[config.mk]
export PLATFORM = sky130hd
export DESIGN_NAME = axi4_mmio_console
export DESIGN_NICKNAME = d
export VERILOG_FILES = /design/src/rtl/mmio_pkg.sv /design/src/rtl/sync_fifo.sv /design/src/rtl/axi4_mmio_console.sv
export SDC_FILE = /design/constraint.sdc
export NUM_CORES = 1
export LEC_CHECK = 0
export BUFFER_PORTS_ARGS = -buffer_cell sky130_fd_sc_hd__buf_2
export CORE_MARGIN = 4
export CORE_UTILIZATION = 55
export DETAILED_ROUTE_END_ITERATION = 8
export PLACE_DENSITY = 0.79
export SETUP_SLACK_MARGIN = 0.15
export SYNTH_ARGS = -nofsm -noshare
export SYNTH_HDL_FRONTEND = slang
export SYNTH_SLANG_ARGS = --single-unit
export TNS_END_PERCENT = 10
[constraint.sdc]
create_clock -name clk -period 2.9 [get_ports clk]
set_input_delay 0.145 -clock clk [delete_from_list [all_inputs] [get_ports clk]]
set_output_delay 0.145 -clock clk [all_outputs]
set_load 0.02 [all_outputs]
[src/rtl/mmio_pkg.sv]
// mmio_pkg: shared address map, magic value and decode helper for the MMIO console
package mmio_pkg;

    localparam logic [31:0] CONSOLE_ADDR       = 32'h1000_0000;
    localparam logic [31:0] PASS_ADDR          = 32'h2000_0000;
    localparam logic [31:0] PASS_MAGIC_DEFAULT = 32'd123456789;
    localparam logic [31:0] UNMAPPED_RDATA     = 32'hDEAD_BEEF;

    typedef enum logic [1:0] {TGT_NONE, TGT_CONSOLE, TGT_PASS} target_e;

    // Full 32-bit match; anything else is unmapped
    function automatic target_e decode(input logic [31:0] addr);
        return addr == CONSOLE_ADDR ? TGT_CONSOLE : addr == PASS_ADDR ? TGT_PASS : TGT_NONE;
    endfunction

endpackage

[src/rtl/sync_fifo.sv]
// sync_fifo: single-clock FIFO with occupancy count; push on full and pop on empty are ignored
module sync_fifo #(
    parameter int DEPTH = 16,
    parameter int WIDTH = 8
) (
    input  logic                     clk,
    input  logic                     resetn,
    input  logic                     push,
    input  logic [WIDTH-1:0]         din,
    input  logic                     pop,
    output logic [WIDTH-1:0]         dout,
    output logic                     full,
    output logic                     empty,
    output logic [$clog2(DEPTH):0]   count
);
    localparam int AW = $clog2(DEPTH);
    localparam int CW = AW + 1;

    logic [WIDTH-1:0] r_mem [DEPTH];
    logic [AW-1:0]    r_wptr, r_rptr;
    logic [CW-1:0]    r_count;
    logic             w_push, w_pop;

    assign full   = r_count == CW'(DEPTH);
    assign empty  = r_count == '0;
    assign count  = r_count;
    assign dout   = r_mem[r_rptr];
    assign w_push = push && !full;
    assign w_pop  = pop && !empty;

    // Pointers wrap naturally because DEPTH is a power of two
    always_ff @(posedge clk) begin
        if (!resetn) begin
            r_wptr  <= '0;
            r_rptr  <= '0;
            r_count <= '0;
        end else begin
            r_wptr  <= r_wptr + AW'(w_push);
            r_rptr  <= r_rptr + AW'(w_pop);
            r_count <= r_count + CW'(w_push) - CW'(w_pop);
        end
    end

    // Storage is not reset; only entries between the pointers are ever observed
    always_ff @(posedge clk) begin
        if (w_push) r_mem[r_wptr] <= din;
    end

endmodule

[src/rtl/axi4_mmio_console.sv]
// axi4_mmio_console: AXI4 MMIO sink with a console byte FIFO, a sticky pass flag and unmapped-access reporting
module axi4_mmio_console
    import mmio_pkg::*;
#(
    parameter int          FIFO_DEPTH = 16,
    parameter logic [31:0] PASS_MAGIC = PASS_MAGIC_DEFAULT
) (
    input  logic        clk,
    input  logic        resetn,
    input  logic        s_awvalid,
    output logic        s_awready,
    input  logic [31:0] s_awaddr,
    input  logic [2:0]  s_awprot,
    input  logic        s_wvalid,
    output logic        s_wready,
    input  logic [31:0] s_wdata,
    input  logic [3:0]  s_wstrb,
    output logic        s_bvalid,
    input  logic        s_bready,
    input  logic        s_arvalid,
    output logic        s_arready,
    input  logic [31:0] s_araddr,
    input  logic [2:0]  s_arprot,
    output logic        s_rvalid,
    input  logic        s_rready,
    output logic [31:0] s_rdata,
    output logic        tx_valid,
    input  logic        tx_ready,
    output logic [7:0]  tx_data,
    output logic        tests_passed,
    output logic        bad_access
);
    localparam int CW = $clog2(FIFO_DEPTH) + 1;

    logic          r_aw_lat, r_w_lat, r_bvalid, r_rvalid, r_pass;
    logic [31:0]   r_awaddr, r_wdata, r_rdata;
    logic [3:0]    r_wstrb;
    logic          w_aw_hs, w_w_hs, w_ar_hs, w_commit, w_push, w_pop;
    logic          w_full, w_empty, w_unused;
    logic [7:0]    w_head;
    logic [CW-1:0] w_count;
    target_e       w_wtgt, w_rtgt;

    assign w_wtgt   = decode(r_awaddr);
    assign w_rtgt   = decode(s_araddr);
    assign w_aw_hs  = s_awvalid && s_awready;
    assign w_w_hs   = s_wvalid && s_wready;
    assign w_ar_hs  = s_arvalid && s_arready;
    // Full is the registered occupancy, so a pop in the same cycle unblocks only on the next one
    assign w_commit = resetn && r_aw_lat && r_w_lat && !r_bvalid && !(w_wtgt == TGT_CONSOLE && w_full);
    assign w_push   = w_commit && w_wtgt == TGT_CONSOLE && r_wstrb[0];
    assign w_pop    = tx_valid && tx_ready;
    assign w_unused = ^{s_awprot, s_arprot};

    assign s_awready    = resetn && !r_aw_lat && !r_bvalid;
    assign s_wready     = resetn && !r_w_lat && !r_bvalid;
    assign s_arready    = resetn && !r_rvalid;
    assign s_bvalid     = resetn && r_bvalid;
    assign s_rvalid     = resetn && r_rvalid;
    assign s_rdata      = resetn ? r_rdata : '0;
    assign tx_valid     = resetn && !w_empty;
    assign tx_data      = w_head;
    assign tests_passed = resetn && r_pass;
    assign bad_access   = (w_commit && w_wtgt == TGT_NONE) || (w_ar_hs && w_rtgt == TGT_NONE);

    // Write path: AW and W latch independently, commit when both present, B held until accepted
    always_ff @(posedge clk) begin
        if (!resetn) begin
            r_aw_lat <= 1'b0;
            r_w_lat  <= 1'b0;
            r_bvalid <= 1'b0;
        end else begin
            if (w_aw_hs) begin
                r_aw_lat <= 1'b1;
                r_awaddr <= s_awaddr;
            end else if (w_commit) r_aw_lat <= 1'b0;
            if (w_w_hs) begin
                r_w_lat <= 1'b1;
                r_wdata <= s_wdata;
                r_wstrb <= s_wstrb;
            end else if (w_commit) r_w_lat <= 1'b0;
            if (w_commit) r_bvalid <= 1'b1;
            else if (s_bready) r_bvalid <= 1'b0;
        end
    end

    // Sticky pass flag: only a full-word write of the magic value sets it
    always_ff @(posedge clk) begin
        if (!resetn) r_pass <= 1'b0;
        else if (w_commit && w_wtgt == TGT_PASS && r_wstrb == 4'hF && r_wdata == PASS_MAGIC) r_pass <= 1'b1;
    end

    // Read path: data captured at the AR handshake and held until accepted
    always_ff @(posedge clk) begin
        if (!resetn) begin
            r_rvalid <= 1'b0;
            r_rdata  <= '0;
        end else if (w_ar_hs) begin
            r_rvalid <= 1'b1;
            r_rdata  <= w_rtgt == TGT_CONSOLE ? 32'(w_count) :
                        w_rtgt == TGT_PASS    ? {31'b0, r_pass} : UNMAPPED_RDATA;
        end else if (s_rready) r_rvalid <= 1'b0;
    end

    sync_fifo #(
        .DEPTH (FIFO_DEPTH),
        .WIDTH (8)
    ) u_fifo (
        .clk    (clk),
        .resetn (resetn),
        .push   (w_push),
        .din    (r_wdata[7:0]),
        .pop    (w_pop),
        .dout   (w_head),
        .full   (w_full),
        .empty  (w_empty),
        .count  (w_count)
    );

endmodule

==> impl_metrics.toml, run 1 <==
[outcome]
outcome = "complete, no violations"

[power]
power_switching_mw = 1.71
clockPowerShare_pct = 39.8
vdd_drop_max_uv = 573
p_per_area_nw_per_um2 = 684
p_int_mw = 5.94
p_leak_nw = 4.09
p_sw_share_pct = 22.4
p_comb_share_pct = 12.2
seq_power_share_pct = 48.0

[critical_path]
crit_family = "simple AND/OR/NAND/NOR gates"
worstPathRequired_ns = 3.29
crit_cells = 12
critPathLaunchType = "register"
slowest_delay_ns = 0.36
crit_fanout = 4
worst_ep_arrival_time_ns = 3.07
cp_cell_sequence = "nor2_2 -> nand2_1 -> o21a_1 -> and2_1 -> ha_1 -> inv_1 -> ha_2 -> fa_2 -> a21oi_2 -> nor2_1 -> or3_1 -> and3_1"
crit_slowest_cell = "fa_2"
worstSetupPathType = "reg2reg"
rr_worst_depth = 12
cp_num_buf_inv = 1
cp-end-kind = "register"

[final_layout]
nets = 813
fin_area_um2 = 11200
final_cell_mix = "196 x edfxtp_1, 148 x buf_2, 71 x dlygate4sd3_1"
drive_gt1_share_pct = 34.6
stdcell_count = 920
area_growth_pct = 26.0
post-route-util_pct = 70.7
final_common_cell = "edfxtp_1"

[clock_network]
clkSinkCount = 220
cts-root-buf = "clkbuf_16"
clock_path_buffers = 3
clk_latency_ns = 0.50
cts.clk_slew.worst_paths_ns = 0.06
htreeDepth = 1
numCtsBuffers = 23
cts_tree = "built"

[timing]
tns_ns = 0
fin_worst_skew_ns = 0.0150
maxSlewViolCount = 0
fmax_mhz = 374
setup_slack_ns = 0.223
rsz0062_at_grt = "no"
period_share_pct = 92.3
setup_viol = 0
worst_slew_pin_slew_ns = 0.646
period_needed_ns = 2.68
relSlewSlack_pct = 56.9
finalHoldViolations = 0

[place]
port_buffers = 148
pre_cts_ws_ns = 0.142
dp.cells = 807
post-dp-hpwl_mm = 11.6
gp_congestion = 0.808
place_area_um2 = 9660

[die]
dieArea_um2 = 18200
rows = 46
die_h_um = 135
core_um2 = 15800
io_pins = 162
start_util_pct = 56.1
die_w_um = 135

[synth]
synth_enable_flop_cells = 196
yosysWarnings = 0
postSynthCellCount = 474
synthArstFlopShare_pct = 0
synthFlopType = "edfxtp_1"
synth-seq-area-share_pct = 71.7
yosys.area.top_type = "edfxtp_1"
synth_cell_types = 51
synth_top_area_share_pct = 66.3
synth_area_um2 = 8870
netlist_top_cells_area = "edfxtp_1 66%, mux4_2 7.6%, dfxtp_1 5.4%"
synth-seq-cells = 220
syn_avg_cell_area_um2 = 18.7

[grt]
antenna_found_initial = 1
grt-ovfl-total = 0
grt_pass1_wl_mm = 32.5
grt.total_usage_pct = 23.7
grt_pass1_vias = 5525
grt_max_degree = 38

[drt]
routed_wirelength_mm = 21.5
vias = 5304
avgViaCountPerCell = 5.77
drt_first_pass_iters = 5
drc = 0
wl_per_cell_um = 23.3
drt_iter0_drc = 367
ant_nets = 0

[hold_path]
hold_depth = 3
min_path_type = "in2reg"

[run]
maxCapViolations = 0
through the flow:
| stage | hold slack [ns] | power [mW] |
|---|---|---|
| floorplan | 0.244 | 4.30 |
| global placement | 0.321 | 4.47 |
| detailed placement | 0.323 | 4.51 |
| CTS | 0.00390 | 7.59 |
| global route | 0.0309 | 7.92 |
| finish | 0.0271 | 7.65 |
worst register-to-register path: stages (launching register included):
cell and delay (ns):
dfxtp_1 0.35, nor2_2 0.19, nand2_1 0.09, o21a_1 0.18, and2_1 0.17, ha_1 0.28, inv_1 0.05, ha_2 0.18
fa_2 0.36, a21oi_2 0.13, nor2_1 0.06, or3_1 0.33, and3_1 0.18
area by class of cell:
class,instances,area [µm²]
fillers,919,4640
diodes,1,2.50
clock inverters,11,175
well taps,216,270
clock buffers,29,598
inverters,8,30.0
multi-input cells,208,2210
flip-flops and latches,220,6370
repair buffers,227,1520
registers in the layout (all words and copies together) (netlist names):
register,cells
r_aw_lat,1
r_awaddr,32
r_bvalid,1
r_pass,1
r_rdata,6
r_rvalid,1
r_w_lat,1
r_wdata,32
r_wstrb,4
u_fifo.count,5
u_fifo.r_mem,128
u_fifo.r_rptr,4
u_fifo.r_wptr,4
Yosys cell counts, drive strengths merged (7+ instances only):
cell type	number
edfxtp	196
clkbuf	12
nor4	16
buf	32
nor2	12
and2	23
nand4	7
o21ai	8
ha	10
dfxtp	24
and4b	9
mux4	40
inv	8
cells by family after synthesis:
family / after synthesis / share of synthesized area (%)
xor gates and xnor gates: 8 / 0.789
buffers and inverters: 52 / 3.86
AOI/OAI and AO/OA: 32 / 2.51
DFF: 220 / 71.7
adders and majority gates: 11 / 1.64
muxes: 40 / 10.6
and+or+nand+nor: 110 / 8.85
other: 1 / 0.0423
repair_timing:
action | CTS | global route
gates resized for setup | 1 | 10
pin swaps | 0 | 2
endpoints found under the hold margin | 70 | 0
setup endpoints to repair | 8 | 1
buffers inserted | 0 | 1
hold buffers | 71 | 0
layer usage:
metal  vias to the layer above  GRT usage (%)  part of all wire, %
met1                      2658           29.5                   37
met5                         -              0                0.061
met4                         2           8.12                  3.3
met2                       272           41.7                   52
met3                        61           5.03                  7.4
li1                       2311              -                    -
power by group through the flow:
| stage | clock (mW) | sequential (mW) | combinational [mW] |
|---|---|---|---|
| 2_1_floorplan | 0 | 3.67 | 0.627 |
| 3_3_place_gp | 0 | 3.71 | 0.766 |
| 3_5_place_dp | 0 | 3.72 | 0.787 |
| 4_1_cts | 3.06 | 3.66 | 0.875 |
| 5_1_grt | 3.22 | 3.68 | 1.01 |
| 6_report | 3.05 | 3.67 | 0.937 |
worst paths after layout:
| path | startpoint | endpoint | slack, ns |
|---|---|---|---|
| min reg2reg | r_rdata[0]$_SDFFE_PN0P_ | r_rdata[0]$_SDFFE_PN0P_ | 0.54 |
| max reg2reg | u_fifo.count[1]$_SDFF_PN0_ | u_fifo.count[4]$_SDFF_PN0_ | 0.22 |
| min | s_araddr[29] | r_rdata[1]$_SDFFE_PN0P_ | 0.03 |
| max | u_fifo.count[1]$_SDFF_PN0_ | u_fifo.count[4]$_SDFF_PN0_ | 0.22 |
Note: power is estimated with default switching activity, not from simulation.
==> run 2, diff against run 1 <==
--- a/config.mk
+++ b/config.mk
@@ -9,7 +9,7 @@
 export CORE_MARGIN = 4
 export CORE_UTILIZATION = 55
 export DETAILED_ROUTE_END_ITERATION = 8
-export PLACE_DENSITY = 0.79
+export PLACE_DENSITY = 0.78
 export SETUP_SLACK_MARGIN = 0.15
 export SYNTH_ARGS = -nofsm -noshare
 export SYNTH_HDL_FRONTEND = slang
==> run 2 against run 1 <==
Compared with the run above: fmax fell by 1.7%; register-to-register slack lost 0.05 ns; worst hold slack got worse by 0.0072 ns; sequential power hardly changed; via count fell by 3.5%; core utilization shrank 0.84 points; die area did not move; cell count fell by 0.33%.
==> impl_metrics.toml, run 2 (synthesized netlist as in run 1, its figures left out) <==
[place]
port_buffers = 148
gp_congestion = 0.738
dp.cells = 806
post-dp-hpwl_mm = 11.3
place_area_um2 = 9650

[clock_network]
cts-root-buf = "clkbuf_16"
numCtsBuffers = 22
cts_tree = "built"
cts.clk_slew.worst_paths_ns = 0.06
htreeDepth = 1
clock_path_buffers = 3
clk_latency_ns = 0.50
clkSinkCount = 220

[critical_path]
worstSetupPathType = "reg2reg"
worst_ep_arrival_time_ns = 3.11
rr_endpoint = "u_fifo.count[4]$_SDFF_PN0_"
rr_worst_depth = 13
cp_num_buf_inv = 2
worstPathRequired_ns = 3.28
critPathLaunchType = "register"
r2r-start = "u_fifo.count[3]$_SDFF_PN0_"
crit_family = "adder cells"
cp_cell_sequence = "inv_1 -> ha_2 -> nand2_1 -> o21a_1 -> and2_1 -> ha_1 -> inv_1 -> ha_1 -> fa_2 -> a21oi_2 -> nor2_1 -> or3_1 -> and3_1"
crit_slowest_cell = "fa_2"
crit_fanout = 3
r2r_slack_ns = 0.18
slowest_delay_ns = 0.37
cp-end-kind = "register"
crit_cells = 13

[drt]
drt_iter0_drc = 330
ant_nets = 0
routed_wirelength_mm = 20.0
avgViaCountPerCell = 5.58
drt_first_pass_iters = 4
drc = 0
wl_per_cell_um = 21.8
vias = 5116

[timing]
maxSlewViolCount = 0
setup_viol = 0
tns_ns = 0
fmax_mhz = 367
finalHoldViolations = 0
period_needed_ns = 2.72
period_share_pct = 93.9
rsz0062_at_grt = "yes"
relSlewSlack_pct = 55.5
worst_slew_pin_slew_ns = 0.667
fin_worst_skew_ns = 0.0220

[final_layout]
diodes = 0
area_growth_pct = 24.5
stdcell_count = 917
post-route-util_pct = 69.8
final_common_cell = "edfxtp_1"
nets = 811
largest_register = "u_fifo.r_mem"
final_cell_mix = "196 x edfxtp_1, 148 x buf_2, 70 x dlygate4sd3_1"
fill_cells = 950
drive_gt1_share_pct = 34.0
fin_area_um2 = 11100
largest_register_ffs = 128
top_regs = "u_fifo.r_mem: 128 flops, r_awaddr: 32 flops, r_wdata: 32 flops"

[hold_path]
hold-path-endpoint = "r_rvalid$_SDFFE_PN0P_"
hp-start = "s_arvalid"
min_path_type = "in2reg"
hold_depth = 3

[die]
die_h_um = 135
core_um2 = 15800
io_pins = 162
die_w_um = 135
start_util_pct = 56.1
dieArea_um2 = 18200
rows = 46

[outcome]
outcome = "complete, no violations"

[grt]
antenna_found_initial = 0
grt.total_usage_pct = 22.5
grt-ovfl-total = 0
grt_max_degree = 38
grt_pass1_wl_mm = 30.9
grt_pass1_vias = 5510

[power]
vdd_drop_max_uv = 533
p_leak_nw = 4.03
p_per_area_nw_per_um2 = 654

[run]
maxCapViolations = 0
-- run 2: layer usage --
layer	vias up	routed length, µm	track usage (%)	share of wire (%)
met1	2570	7650	28.2	38
met4	0	400	5.77	2.0
met3	33	1350	4.43	6.7
met2	209	10600	40.3	53
met5	-	0	0	0
li1	2304	-	-	-
-- run 2: stage by stage --
stage	total power, mW	worst slack, ns	hold WS [ns]
after floorplan	4.30	0.188	0.244
after global placement	4.47	0.185	0.321
after detailed placement	4.51	0.0910	0.323
after CTS	7.19	0.143	0.0133
after global routing	7.50	0.0720	0.0422
final	7.23	0.176	0.0199
-- run 2: power by group --
| group | switching (mW) | leakage (nW) | internal (mW) |
|---|---|---|---|
| clock network | 1.11 | 0.325 | 1.54 |
| logic | 0.444 | 1.73 | 0.480 |
| registers | 0.102 | 1.98 | 3.56 |
| total | 1.65 | 4.03 | 5.58 |
-- run 2: worst max-delay path by stage --
stage	from	endpoint
final	u_fifo.count[3]$_SDFF_PN0_	u_fifo.count[4]$_SDFF_PN0_
after global routing	u_fifo.count[3]$_SDFF_PN0_	u_fifo.count[4]$_SDFF_PN0_
after CTS	u_fifo.r_rptr[0]$_SDFF_PN0_	tx_data[7]
after detailed placement	u_fifo.count[2]$_SDFF_PN0_	u_fifo.count[4]$_SDFF_PN0_
after global placement	u_fifo.count[3]$_SDFF_PN0_	u_fifo.count[4]$_SDFF_PN0_
after floorplan	u_fifo.count[3]$_SDFF_PN0_	u_fifo.count[4]$_SDFF_PN0_
-- run 2: final cells by class --
class / instances / area (µm²) / share of cell area [%]
flip-flops and latches: 220 / 6370 / 57.6
well taps: 216 / 270 / 2.45
clock buffers: 31 / 606 / 5.48
inverters: 8 / 30.0 / 0.272
repair buffers: 226 / 1510 / 13.7
multi-input cells: 208 / 2200 / 19.9
clock inverters: 8 / 60.1 / 0.543
-- run 2: worst reg2reg max path, stage by stage, from the launching register on --
cell     delay, ns
dfxtp_2       0.33
inv_1         0.07
ha_2          0.19
nand2_1       0.05
o21a_1        0.18
and2_1        0.18
ha_1          0.28
inv_1         0.04
ha_1          0.21
fa_2          0.37
a21oi_2       0.13
nor2_1        0.06
or3_1         0.33
and3_1        0.18
-- run 2: repair_timing --
item | 4_1_cts | 5_1_grt
resized for setup | 3 | 5
hold buffers | 70 | 0
gates cloned | 0 | 0
setup endpoints to repair | 2 | 64
endpoints found under the hold margin | 70 | 0
pin swaps | 0 | 3
buffers inserted | 1 | 1
==> run 3, diff against run 2 <==
--- a/config.mk
+++ b/config.mk
@@ -5,11 +5,12 @@
 export SDC_FILE = /design/constraint.sdc
 export NUM_CORES = 1
 export LEC_CHECK = 0
+export ABC_AREA = 1
 export BUFFER_PORTS_ARGS = -buffer_cell sky130_fd_sc_hd__buf_2
 export CORE_MARGIN = 4
-export CORE_UTILIZATION = 55
+export CORE_UTILIZATION = 56
 export DETAILED_ROUTE_END_ITERATION = 8
-export PLACE_DENSITY = 0.78
+export PLACE_DENSITY = 0.79
 export SETUP_SLACK_MARGIN = 0.15
 export SYNTH_ARGS = -nofsm -noshare
 export SYNTH_HDL_FRONTEND = slang
==> run 3 against run 2 <==
Compared with the run above: worst setup slack improved by 0.17 ns; global-route usage rose by 1.8 points; count of clock-buffer cells in the layout fell by 7; core utilization rose by 2.8 points; combinational power rose by 8%; clock skew fell by 0.0021 ns; die area rose by 2.2%; sequential share of layout area fell by 3.1 points; synthesized cell count rose by 62%; fmax rose by 6.6%; cell count rose by 34%; sequential cell count did not move; highest routed layer unchanged; critical endpoint is now tx_data[7].
==> impl_metrics.toml, run 3 <==
[die]
io_pins = 162
dieArea_um2 = 18600
start_util_pct = 57.6
die_h_um = 137
core_um2 = 16100
rows = 46
die_w_um = 137

[synth]
synth-seq-cells = 220
synth_common_cells = "196 x edfxtp_1, 103 x inv_1, 86 x nand2_1"
syn_avg_cell_area_um2 = 12.1
synth_enable_flop_cells = 196
synth-seq-area-share_pct = 68.8
postSynthCellCount = 767
yosys.area.top_type = "edfxtp_1"
synth.most_common_cell = "edfxtp_1"
synth_area_um2 = 9250
synth_cell_types = 34
synthFlopType = "edfxtp_1"
netlist_top_cells_area = "edfxtp_1 64%, dfxtp_1 5.2%, inv_1 4.2%"
synth_top_area_share_pct = 63.6
yosysWarnings = 0
synthArstFlopShare_pct = 0

[place]
place_area_um2 = 10200
gp_congestion = 0.804
dp.cells = 1112
port_buffers = 148
pre_cts_ws_ns = 0.408
post-dp-hpwl_mm = 12.2

[grt]
grt_pass1_wl_mm = 34.5
grt_pass1_vias = 6491
antenna_found_initial = 1
grt.total_usage_pct = 24.3
grt_max_degree = 51
grt-ovfl-total = 0

[final_layout]
final_common_cell = "edfxtp_1"
top_regs = "u_fifo.r_mem: 128 flops, r_awaddr: 32 flops, r_wdata: 32 flops"
final_cell_mix = "196 x edfxtp_1, 148 x buf_2, 103 x inv_1"
stdcell_count = 1225
nets = 1117
area_growth_pct = 26.2
ff_latch_area_um2 = 6370
multi_input_area_um2 = 2180
largest_register = "u_fifo.r_mem"
drive_gt1_share_pct = 22.2
fill_cells = 998
fin_area_um2 = 11700
largest_register_ffs = 128

[clock_network]
numCtsBuffers = 22
cts-root-buf = "clkbuf_16"
clock_path_buffers = 3
cts_tree = "built"
clkSinkCount = 220
clk_latency_ns = 0.51
post_cts_buffers = 0
cts.clk_slew.worst_paths_ns = 0.06
htreeDepth = 1
cts_resized = 0

[drt]
top_layer_used = "met4"
drt_first_pass_iters = 5
wl_per_cell_um = 18.2
avgViaCountPerCell = 5.33
routed-wl-met3_mm = 1.75
ant_nets = 0
wl_met2_mm = 11.4
routed_wirelength_mm = 22.3
drt_iter0_drc = 561
drc = 0
wl_met1_mm = 8.49
vias = 6531

[hold_path]
min_path_type = "in2reg"

[timing]
fin_worst_skew_ns = 0.0199
period_share_pct = 88.1
setup_viol = 0
worst_slew_pin_slew_ns = 0.710
period_needed_ns = 2.56
tns_ns = 0
rsz0062_at_grt = "no"
relSlewSlack_pct = 52.7
maxSlewViolCount = 0
setup_slack_ns = 0.345
fmax_mhz = 391
finalHoldViolations = 0

[power]
vdd_drop_max_uv = 577
p_leak_nw = 4.70
p_per_area_nw_per_um2 = 662

[critical_path]
worstSetupPathType = "reg2out"
rr_endpoint = "u_fifo.count[4]$_SDFF_PN0_"
r2r_slack_ns = 0.40
worstSetupEndpoint = "tx_data[7]"
cp-end-kind = "output port"
worst_ep_arrival_time_ns = 2.41
worstPathRequired_ns = 2.76
r2r-start = "u_fifo.count[3]$_SDFF_PN0_"
crit_fanout = 50
critPathLaunchType = "register"
critPathLaunch = "u_fifo.r_rptr[0]$_SDFF_PN0_"
rr_worst_depth = 13

[run]
maxCapViolations = 0

[outcome]
outcome = "complete, no violations"
-- run 3: cell count changes after synthesis, sizes merged, moves of 6 or more --
cell	delta
nand2	+87
a21oi	+34
nand3	+16
mux2i	+32
nor2b	-6
and3	-6
inv	+99
mux4	-40
o21ai	+44
nor4	-16
o211ai	+33
and4b	-9
and2	-22
nor2	+72
-- run 3: critical path, stage by stage (launching register included) --
cell and delay [ns]:
dfxtp_4 0.75, buf_4 0.35, mux2i_1 0.22, o21ai_1 0.11
o211ai_1 0.20, nand2_1 0.08, buf_2 0.17
-- run 3: power by group --
part           internal, mW  switching [mW]
Clock                  1.85            1.19
Sequential             3.56           0.131
Combinational         0.428           0.574
Total                  5.83            1.89
-- run 3: through the flow --
stage	hold slack [ns]	power (mW)	utilization (%)
finish	0.00390	7.72	72.7
global route	0.0515	8.00	72.7
CTS	0.00170	7.69	72.7
detailed placement	0.323	4.64	63.3
global placement	0.322	4.61	63.3
floorplan	0.244	4.37	-
-- run 3: what timing repair did --
item / in CTS / in global routing
hold buffers: 72 / 0
hold endpoints to repair: 72 / 0
endpoints found under the setup margin: 0 / 0
-- run 3: worst min-delay path by stage --
| stage | start | end | slack (ns) | cells after the start |
|---|---|---|---|---|
| 6_report | s_arvalid | r_rvalid$_SDFFE_PN0P_ | 0.004 | 3 |
| 5_1_grt | s_arvalid | r_rvalid$_SDFFE_PN0P_ | 0.05 | 3 |
| 4_1_cts | s_arvalid | r_rvalid$_SDFFE_PN0P_ | 0.002 | 3 |
| 3_5_place_dp | s_awaddr[10] | r_awaddr[10]$_DFFE_PP_ | 0.32 | 1 |
| 3_3_place_gp | s_wdata[7] | r_wdata[7]$_DFFE_PP_ | 0.32 | 1 |
| 2_1_floorplan | s_awaddr[0] | r_awaddr[0]$_DFFE_PP_ | 0.24 | 0 |
-- run 3: area by class of cell --
| class | count | share of cell area (%) |
|---|---|---|
| diodes | 1 | 0.0214 |
| clock buffers | 24 | 4.78 |
| clock inverters | 16 | 1.87 |
| inverters | 108 | 3.47 |
| multi-input cells | 395 | 18.7 |
| flip-flops and latches | 220 | 54.6 |
| well taps | 216 | 2.32 |
| repair buffers | 245 | 14.2 |
-- run 3: layer usage --
metal	GRT usage [%]	up-vias
met4	8.17	0
met3	4.41	49
met5	0	-
met1	30.6	3082
met2	42.4	322
li1	-	3078
-- run 3: cell families after synthesis --
group | after synthesis | synth area share, %
flip-flops | 220 | 68.8
AND/OR/NAND/NOR | 214 | 10.1
buffers and inverters | 158 | 7.79
AO/OA/AOI/OAI | 127 | 7.82
multiplexers | 32 | 3.46
adder cells (fa/ha/maj) | 11 | 1.57
XOR/XNOR | 4 | 0.379
other | 1 | 0.0406
